**config.mk**
```make
export PLATFORM = sky130hd
export DESIGN_NAME = tmds_encoder
export DESIGN_NICKNAME = d
export VERILOG_FILES = /design/src/rtl/tmds_encoder.sv
export SDC_FILE = /design/constraint.sdc
export NUM_CORES = 1
export LEC_CHECK = 0
export CAP_MARGIN = 20
export CORE_AREA = 2 2 78 80
export CTS_BUF_LIST = sky130_fd_sc_hd__clkbuf_4 sky130_fd_sc_hd__clkbuf_8
export DETAILED_ROUTE_END_ITERATION = 10
export DIE_AREA = 0 0 80 82
export MAX_ROUTING_LAYER = met4
export PLACE_DENSITY = 0.63
export SETUP_SLACK_MARGIN = 0.5
export SYNTH_ARGS = -nofsm -noshare
export SYNTH_HDL_FRONTEND = slang
export SYNTH_SLANG_ARGS = --single-unit
export TNS_END_PERCENT = 50
```
**constraint.sdc**
```tcl
create_clock -name pixclk -period 7.3 [get_ports pixclk]
set_input_delay 1.46 -clock pixclk [delete_from_list [all_inputs] [get_ports pixclk]]
set_output_delay 1.46 -clock pixclk [all_outputs]
set_load 0.02 [all_outputs]
```
**src/rtl/tmds_encoder.sv**
```systemverilog
`default_nettype none
// ============================================================================
// tmds_encoder : per-channel TMDS 8b/10b encoder, 2-stage pipeline
// Rev 1.0
// ============================================================================
module tmds_encoder #(
  parameter int DISP_W = 6
) (
  input  logic       pixclk,
  input  logic       reset,
  input  logic [7:0] video_data,
  input  logic [1:0] ctrl,
  input  logic       video_en,
  output logic [9:0] tmds_out
);

  localparam logic [9:0] c_tok_00 = 10'b1101010100;
  localparam logic [9:0] c_tok_01 = 10'b0010101011;
  localparam logic [9:0] c_tok_10 = 10'b0101010100;
  localparam logic [9:0] c_tok_11 = 10'b1010101011;

  function automatic logic [3:0] ones8(input logic [7:0] v);
    logic [3:0] n;
    n = '0;
    for (int i = 0; i < 8; i++) n = n + {3'b000, v[i]};
    return n;
  endfunction

  // Stage 1: transition minimisation
  logic [3:0] n1_w;
  logic       xnor_w;
  logic [8:0] qm_d;
  logic [8:0] qm_q;
  logic       en_q;
  logic [1:0] ctrl_q;

  always_comb begin
    n1_w    = ones8(video_data);
    xnor_w  = (n1_w > 4'd4) || ((n1_w == 4'd4) && !video_data[0]);
    qm_d    = '0;
    qm_d[0] = video_data[0];
    for (int i = 1; i < 8; i++) begin
      qm_d[i] = xnor_w ? ~(qm_d[i-1] ^ video_data[i]) : (qm_d[i-1] ^ video_data[i]);
    end
    qm_d[8] = ~xnor_w;
  end

  always_ff @(posedge pixclk or posedge reset) begin
    if (reset) begin
      qm_q   <= '0;
      en_q   <= 1'b0;
      ctrl_q <= 2'b00;
    end else begin
      qm_q   <= qm_d;
      en_q   <= video_en;
      ctrl_q <= ctrl;
    end
  end

  // Stage 2: DC balance
  logic [3:0]               n1q_w;
  logic signed [DISP_W-1:0] n1q_s;
  logic signed [DISP_W-1:0] diff_w;   // N1q - N0q
  logic signed [DISP_W-1:0] two_q8_w;
  logic signed [DISP_W-1:0] two_nq8_w;
  logic signed [DISP_W-1:0] cnt_d;
  logic signed [DISP_W-1:0] cnt_q;
  logic [9:0]               tmds_d;
  logic                     case_a_w;
  logic                     case_b_w;

  always_comb begin
    n1q_w     = ones8(qm_q[7:0]);
    n1q_s     = DISP_W'(n1q_w);
    diff_w    = (n1q_s <<< 1) - $signed(DISP_W'(8));
    two_q8_w  = qm_q[8] ? $signed(DISP_W'(2)) : '0;
    two_nq8_w = qm_q[8] ? '0 : $signed(DISP_W'(2));
    case_a_w  = (cnt_q == '0) || (n1q_w == 4'd4);
    case_b_w  = (!cnt_q[DISP_W-1] && (n1q_w > 4'd4)) ||
                (cnt_q[DISP_W-1] && (n1q_w < 4'd4));
    tmds_d    = c_tok_00;
    cnt_d     = '0;
    if (!en_q) begin
      unique case (ctrl_q)
        2'b00:   tmds_d = c_tok_00;
        2'b01:   tmds_d = c_tok_01;
        2'b10:   tmds_d = c_tok_10;
        default: tmds_d = c_tok_11;
      endcase
    end else if (case_a_w) begin
      tmds_d = {~qm_q[8], qm_q[8], qm_q[8] ? qm_q[7:0] : ~qm_q[7:0]};
      cnt_d  = qm_q[8] ? (cnt_q + diff_w) : (cnt_q - diff_w);
    end else if (case_b_w) begin
      tmds_d = {1'b1, qm_q[8], ~qm_q[7:0]};
      cnt_d  = cnt_q + two_q8_w - diff_w;
    end else begin
      tmds_d = {1'b0, qm_q[8], qm_q[7:0]};
      cnt_d  = cnt_q + diff_w - two_nq8_w;
    end
  end

  always_ff @(posedge pixclk or posedge reset) begin
    if (reset) begin
      tmds_out <= c_tok_00;
      cnt_q    <= '0;
    end else begin
      tmds_out <= tmds_d;
      cnt_q    <= cnt_d;
    end
  end

endmodule
`default_nettype wire

```
==> results of run 1 <==
[cells in the mapped netlist, types with 2 or more instances]
cell type,count,share of area
a21o_1,2,0.0067
o21ai_0,4,0.0089
dfrtp_1,22,0.25
mux2i_1,3,0.013
nor3_1,3,0.0067
nand3_1,4,0.0089
fa_1,14,0.13
inv_1,44,0.074
xnor2_2,2,0.015
o21bai_1,2,0.0067
nor2_1,6,0.010
xnor2_1,20,0.078
and2_1,2,0.0056
nand2_1,6,0.010
dfstp_2,5,0.059
clkbuf_1,2,0.0034
o2bb2ai_1,2,0.0078
xor2_1,7,0.027
a21oi_1,15,0.033
ha_1,26,0.15
[kinds of logic after synthesis]
logic type / after synthesis
DFF: 27
buffers and inverters: 46
muxes: 4
AOI/OAI and AO/OA: 36
adders and majority gates: 40
xor gates and xnor gates: 32
and+or+nand+nor: 27
[layout make-up]
type / instances / area, sq um
Timing Repair Buffer: 23 / 248
Sequential cell: 27 / 682
Inverter: 44 / 165
Clock buffer: 4 / 48.8
Tap cell: 75 / 93.8
Multi-Input combinational cell: 139 / 1390
Fill cell: 568 / 3120
[worst paths after layout]
check | end | startpoint | depth (start not counted) | slack [ns]
max in group asynchronous | tmds_out[6]$_DFF_PP1_ | reset | 3 | 5.48
min in group asynchronous | en_q$_DFF_PP0_ | reset | 2 | 1.39
worst min-delay path | tmds_out[2]$_DFF_PP1_ | qm_q[2]$_DFF_PP0_ | 2 | 0.56
worst min register to register | tmds_out[2]$_DFF_PP1_ | qm_q[2]$_DFF_PP0_ | 2 | 0.56
worst max register to register | cnt_q[5]$_DFF_PP0_ | qm_q[0]$_DFF_PP0_ | 15 | 2.71
worst max-delay path | qm_q[7]$_DFF_PP0_ | video_data[0] | 12 | 2.36
[worst max-delay path: cells and delay by family]
family                     cells  cell delay, ns
and+or+nand+nor                1            0.05
xor gates and xnor gates       2            0.30
AOI/OAI and AO/OA              1            0.47
buffers and inverters          3            0.64
adders and majority gates      5            2.19
[registers in the layout, summed over array words and instances (netlist names)]
| register | flops |
|---|---|
| ctrl_q | 2 |
| cnt_q | 5 |
| en_q | 1 |
| tmds_out | 10 |
| qm_q | 9 |
[routing by layer]
metal  up-vias  part of all wire  routed length, um
met3         3             0.026                 97
met5         -                 0                  0
met4         0            0.0027                 10
met2        26              0.48               1790
li1        724                 -                  -
met1       671              0.49               1850
[stage by stage]
stage,std cells,setup WS (ns)
2_1_floorplan,212,2.82
3_3_place_gp,307,2.17
3_5_place_dp,307,2.07
4_1_cts,311,2.35
5_1_grt,312,2.20
6_report,312,2.36
==> summary.md, run 1 <==
The kind of end point of the critical path is a register. In this run the core area contains 28 standard-cell rows. The Yosys step of the flow raised 0 warnings. In this run the horizontal extent of the chip is 80 um. Traced cell by cell, the critical path runs through clkdlybuf4s50_1 -> inv_1 -> fa_1 -> fa_1 -> fa_1 -> inv_1 -> ha_1 -> fa_1 -> nor3_1 -> o22ai_1 -> xnor2_2 -> xnor2_1. The overall die area came out at 6560 sq um. Summing every instance area after synthesis gives 2240 sq um. After detailed routing, the average wire length per cell comes to 12.0 um.

The tools report the number of global-route vias before repair as 1,414. Commonest non-fill, non-tap cell in the layout: inv_1. The clock latency reported for the late side of the worst-skew pair was 0.27 ns; the synthesized instance count was 212. The number of setup buffers added after CTS is 0. Setup repair after global routing left no endpoint under its margin.

Tightest slew margin relative to the limit: 0.588. Once placement finished, the instance area stood at 2550 sq um. 0 antenna diodes ended up in the layout. The run gives 3 as the number of buffers inserted during clock tree synthesis.

The critical path class is input pin to register. Yosys mapped a number of flops with a built-in enable equal to 0. Detailed placement finished with a half-perimeter wire length of 3220 um. The detailed router placed 1,424 vias in this run. Final critical delay including setup and external delays: 4.94 ns.

Data on the critical path arrives at its endpoint at 5.10 ns. The share of cell area taken by muxes after synthesis works out to 0.0235. For the worst endpoint required time, the log shows 7.46 ns. Kind of path behind the tightest hold check: register to register.

For this run, the detailed router's first-pass iteration total came to 4. The worst hold margin is 0.565 ns, and the post-route antenna net violation count is 0. The run gives 0.181 as the met1 capacity usage during global routing. The share of post-route cells with drive strength above 1 was 0.0802.

After detailed routing, the total wire length is 3750 um. The tools report the hold-fix buffer count after cts as 0. Timing would allow up to 0.202 GHz.

Yosys mapped the design onto 41 distinct sky130hd cell types. For the aggregate global-route resource usage, the log shows 0.130. The final worst-path cycle share works out to 0.677. The slew at the pin with the worst max-slew slack is 0.618 ns, and the quantity of gates resized following cts is 0. The first routing iteration left 34 violations. The number of nets at the end of the flow was 291; the area of the core region was 5750 sq um. The die is 82 um tall. The run gives 0.0198 as the met3 layer usage reported by global route. The area growth from synthesis to layout is 17.1%.

The tools report the root buffer cell as clkbuf_8. The synthesized netlist net count was 265; the weighted congestion reported at the end of routability-driven placement was 0.811. The run gives 0.390 as the starting density of the core. The primary flip-flop cell chosen by synthesis mapping is dfrtp_1.

The final worst clock skew came out at 0.00349 ns. The tools report the number of max-slew violations in the final report as 0. The tools report the final cell area excluding filler cells as 2620 sq um. Dividing the detail-routed via count by the number of cells gives 4.56.

For the maximum clock insertion buffer count, the log shows 2. TritonCTS built the clock tree. The basic-gate share of the synthesized area counting and, or, nand and nor cells came out at 0.0620.

Combinational family with the most area after synthesis: adder cells. The mean area per synthesized cell came out at 10.6 sq um. Post-layout utilization of the core: 0.457. Total negative setup slack: 0 ns. On the worst path, the slowest cell contributes a delay of 0.58 ns. The xor/xnor cell area share of the yosys netlist was 0.153; the number of endpoints failing setup at the final stage was 0. The tools report the met2 demand-to-capacity share in global routing as 0.210.

The run finished with clean final reports. The max capacitance violation total was 0. In this run the count of I/O pins placed on the die edge is 23.

The clock drives 27 sinks. The depth of the CTS H-tree is 1. The pin count of the biggest net entering global routing was 28. The top cell types in the final layout, fill and taps aside, are 44 x inv_1, 26 x ha_1, 22 x dfrtp_1, 22 x clkdlybuf4s50_1, 20 x xnor2_1. For this run, design rule violations remaining after detail routing come to 0.

The adder and majority cell fraction of the synthesized area works out to 0.270. The tools report the register area share after synthesis as 0.304. Among the stages of the critical path, the cell type that occurs most often is fa_1.

The overflow left after global routing came out at 0. The critical path launch point type was an input pin. The proportion of synthesized flip-flops having asynchronous set or reset was 1.00; the initial antenna violation count was 0. Clock-pin slew was measured on the worst setup and hold paths at 0.09 ns. Along the worst path, the maximum fanout reaches 4. The number of buffers added on ports works out to 22.

Post-synthesis compound-gate area fraction: 0.110. For this design, the slowest cell found on the critical path is fa_1. The tools report the global-route wire length before repair as 6550 um. The global routing stage identified its most utilized layer as met2. The post-synthesis sequential element count was 27; the number of hold violations in the final report was 0.
Power of run 1 is left out: the tool's default activity adds up to more than one toggle a clock period on the data nets, which glitch-free logic cannot reach.
==> run 2, diff against run 1 <==
--- a/config.mk
+++ b/config.mk
@@ -11,7 +11,7 @@
 export DETAILED_ROUTE_END_ITERATION = 10
 export DIE_AREA = 0 0 80 82
 export MAX_ROUTING_LAYER = met4
-export PLACE_DENSITY = 0.63
+export PLACE_DENSITY = 0.65
 export SETUP_SLACK_MARGIN = 0.5
 export SYNTH_ARGS = -nofsm -noshare
 export SYNTH_HDL_FRONTEND = slang
==> constraint.sdc (replaced) <==
create_clock -name pixclk -period 4.5 [get_ports pixclk]
set_input_delay 0.9 -clock pixclk [delete_from_list [all_inputs] [get_ports pixclk]]
set_output_delay 0.9 -clock pixclk [all_outputs]
set_load 0.02 [all_outputs]
==> summary.md, run 2 (synthesis gave the netlist of run 1 again) <==
The number of nets at the end of the flow was 305 (+4.8%); the number of endpoints failing setup at the final stage was 0 (unchanged). The post-route antenna net violation count was 0 (unchanged); the number of instances on the worst hold path was 2 (unchanged). The number of global-route vias before repair is 1,585 (+12%), and the hold-fix buffer count after cts is 0 (unchanged). The per-cell routed wire length is 13.6 um (+14%). Number of hold violations in the final report: 0 (unchanged). The data arrival time of the critical path is 4.48 ns (-0.62 ns). The commonest non-fill, non-tap cell in the layout was inv_1. The end of the critical path is cnt_q[5]$_DFF_PP0_.

The HPWL after detailed placement came out at 3340 um (+3.6%). The logs give 28 (unchanged) for the pin count of the biggest net entering global routing and 0.27 ns (about the same) for the clock latency reported for the late side of the worst-skew pair. The overall die area is 6560 sq um (unchanged), and the layout overhead on the synthesized area is 34.0%. The flop-to-flop setup slack was 0.18 ns (-2.53 ns).

The run gives 0 (unchanged) as the number of max-slew violations in the final report. The worst setup path is captured at a register. In this run the worst hold path is classified as register to register. The placement row count is 28 (unchanged). The tools report the global-route wire length before repair as 7380 um (+13%).

The run gives 0.146 (+0.0165) as the aggregate global-route resource usage. The weighted congestion reported at the end of routability-driven placement is 0.865 (+6.6%), and the horizontal die dimension is 80 um (unchanged). The run gives 3 (unchanged) as the number of buffers inserted during clock tree synthesis. In this run the critical register-to-register path is launched from qm_q[0]$_DFF_PP0_.

The number of design-rule violations left by the first detailed-router iteration came out at 71 (+110%). The final worst-path cycle share is 0.961. The maximum clock insertion buffer count is 2 (unchanged). The count of filler cells inserted in the layout was 495 (-13%); the area of the core region was 5750 sq um (unchanged).

The logs give 4.66 ns (-2.80 ns) for the worst endpoint required time and 0 (unchanged) for the overflow left after global routing. The share of post-route cells with drive strength above 1 was 0.259 (+0.179); the worst hold margin was 0.592 ns (+0.0278 ns). The storage element area is 682 sq um (unchanged).

For the I/O pin count, the log shows 23 (unchanged). The logs give 1630 sq um (+18%) for the area taken by multi-input logic gates and 4 (unchanged) for the number of detailed-routing iterations run before antenna repair. The flow ran to the end, and the final reports show no timing, DRC or antenna violations. The clock sink count was 27 (unchanged). The number of cells in the design after placement was 311 (+1.3%); the depth of the CTS H-tree was 1 (unchanged).

The total negative setup slack is 0 ns (unchanged). The root buffer cell is clkbuf_8. Static timing analysis puts the maximum clock frequency at 0.231 GHz. Setup repair after global routing could not meet its margin everywhere.

The height of the die is 82 um (unchanged). The initial antenna violation count is 0 (unchanged). The tools report the number of remaining DRC errors as 0 (unchanged). The vias per cell came out at 4.68 (+2.6%). The tightest slew margin relative to the limit is 0.397 (-0.190), and the flip-flop count of the largest register after layout is 10 (unchanged).

The clock period could shrink to 4.32 ns. The slew at the pin with the worst max-slew slack was 0.897 ns (+0.279 ns). Leaving out fill and tap cells, the most frequent cells in the layout are 39 x inv_1, 22 x dfrtp_1, 22 x clkdlybuf4s50_1. The run gives 4450 um (+19%) as the total length of routed wires. The critical path class was register to register. The max capacitance violation total is 0 (unchanged), and the number of cells on the worst reg-to-reg path is 14 (-1).

The maximum fanout count along the critical path came out at 4 (unchanged). The logs give 1,526 (+7.2%) for the count of vias placed by the detailed router and 0 (unchanged) for the number of inserted diodes. The register with the most flip-flops in the final layout is tmds_out. TritonCTS built the clock tree. The number of buffers added on ports is 22 (unchanged). The largest registers in the layout are tmds_out (10), qm_q (9), cnt_q (5). The endpoint identified for the worst register-to-register timing path is cnt_q[5]$_DFF_PP0_. The tools report the final worst clock skew as 0.00390 ns (+0.000417 ns). The starting density of the core is 0.390 (unchanged). STA classifies the critical path startpoint as a register. The clock slew seen by the registers of the worst setup and hold paths works out to 0.10 ns (about the same).

Final instance count without filler cells: 326 (+4.5%). The tools report the worst setup path startpoint as qm_q[0]$_DFF_PP0_.
run 2: repair_timing:
item / CTS / global route
buffers inserted: 8 / 1
gates resized for setup: 18 / 20
endpoints found under the setup margin: 18 / 19
gates cloned: 1 / 0
endpoints found under the hold margin: 0 / 0
pin swaps: 23 / 14
run 2: cell type report:
class,count,share of cell area
multi-input cells,139,0.543
flip-flops and latches,27,0.227
repair buffers,37,0.127
inverters,44,0.0550
well taps,75,0.0313
clock buffers,3,0.0138
clock inverters,1,0.00250
run 2: critical path: stages, from the launching register on:
cell,delay (ns)
dfrtp_1,0.37
inv_2,0.05
fa_1,0.56
fa_1,0.45
fa_1,0.52
inv_2,0.05
ha_4,0.16
fa_2,0.60
ha_4,0.23
fa_1,0.48
o21bai_1,0.24
a21oi_2,0.10
xor2_1,0.14
a32oi_1,0.17
o21ai_1,0.09
run 2: how the worst min path moves through the flow:
stage / startpoint / end / slack (ns)
after global placement: qm_q[2]$_DFF_PP0_ / tmds_out[2]$_DFF_PP1_ / 0.57
after detailed placement: qm_q[2]$_DFF_PP0_ / tmds_out[2]$_DFF_PP1_ / 0.56
after global routing: qm_q[4]$_DFF_PP0_ / tmds_out[4]$_DFF_PP1_ / 0.61
after floorplan: qm_q[4]$_DFF_PP0_ / tmds_out[4]$_DFF_PP1_ / 0.51
after CTS: qm_q[2]$_DFF_PP0_ / tmds_out[2]$_DFF_PP1_ / 0.58
final: qm_q[4]$_DFF_PP0_ / tmds_out[4]$_DFF_PP1_ / 0.59
run 2: metrics by stage:
stage          cell area [sq um]  utilization  setup slack, ns
2_1_floorplan               2270            -            0.352
3_3_place_gp                2610        0.454            0.120
3_5_place_dp                2610        0.454         0.000471
4_1_cts                     2840        0.495            0.196
5_1_grt                     3000        0.523           0.0418
6_report                    3000        0.523            0.177
run 2: layer usage:
| layer | track usage | up-vias | part of all wire |
|---|---|---|---|
| met2 | 0.239 | 33 | 0.50 |
| li1 | - | 754 | - |
| met1 | 0.201 | 734 | 0.46 |
| met4 | 0.0254 | 0 | 0.0081 |
| met5 | - | - | 0 |
| met3 | 0.0143 | 5 | 0.034 |
Power of run 2 is left out for the same reason.
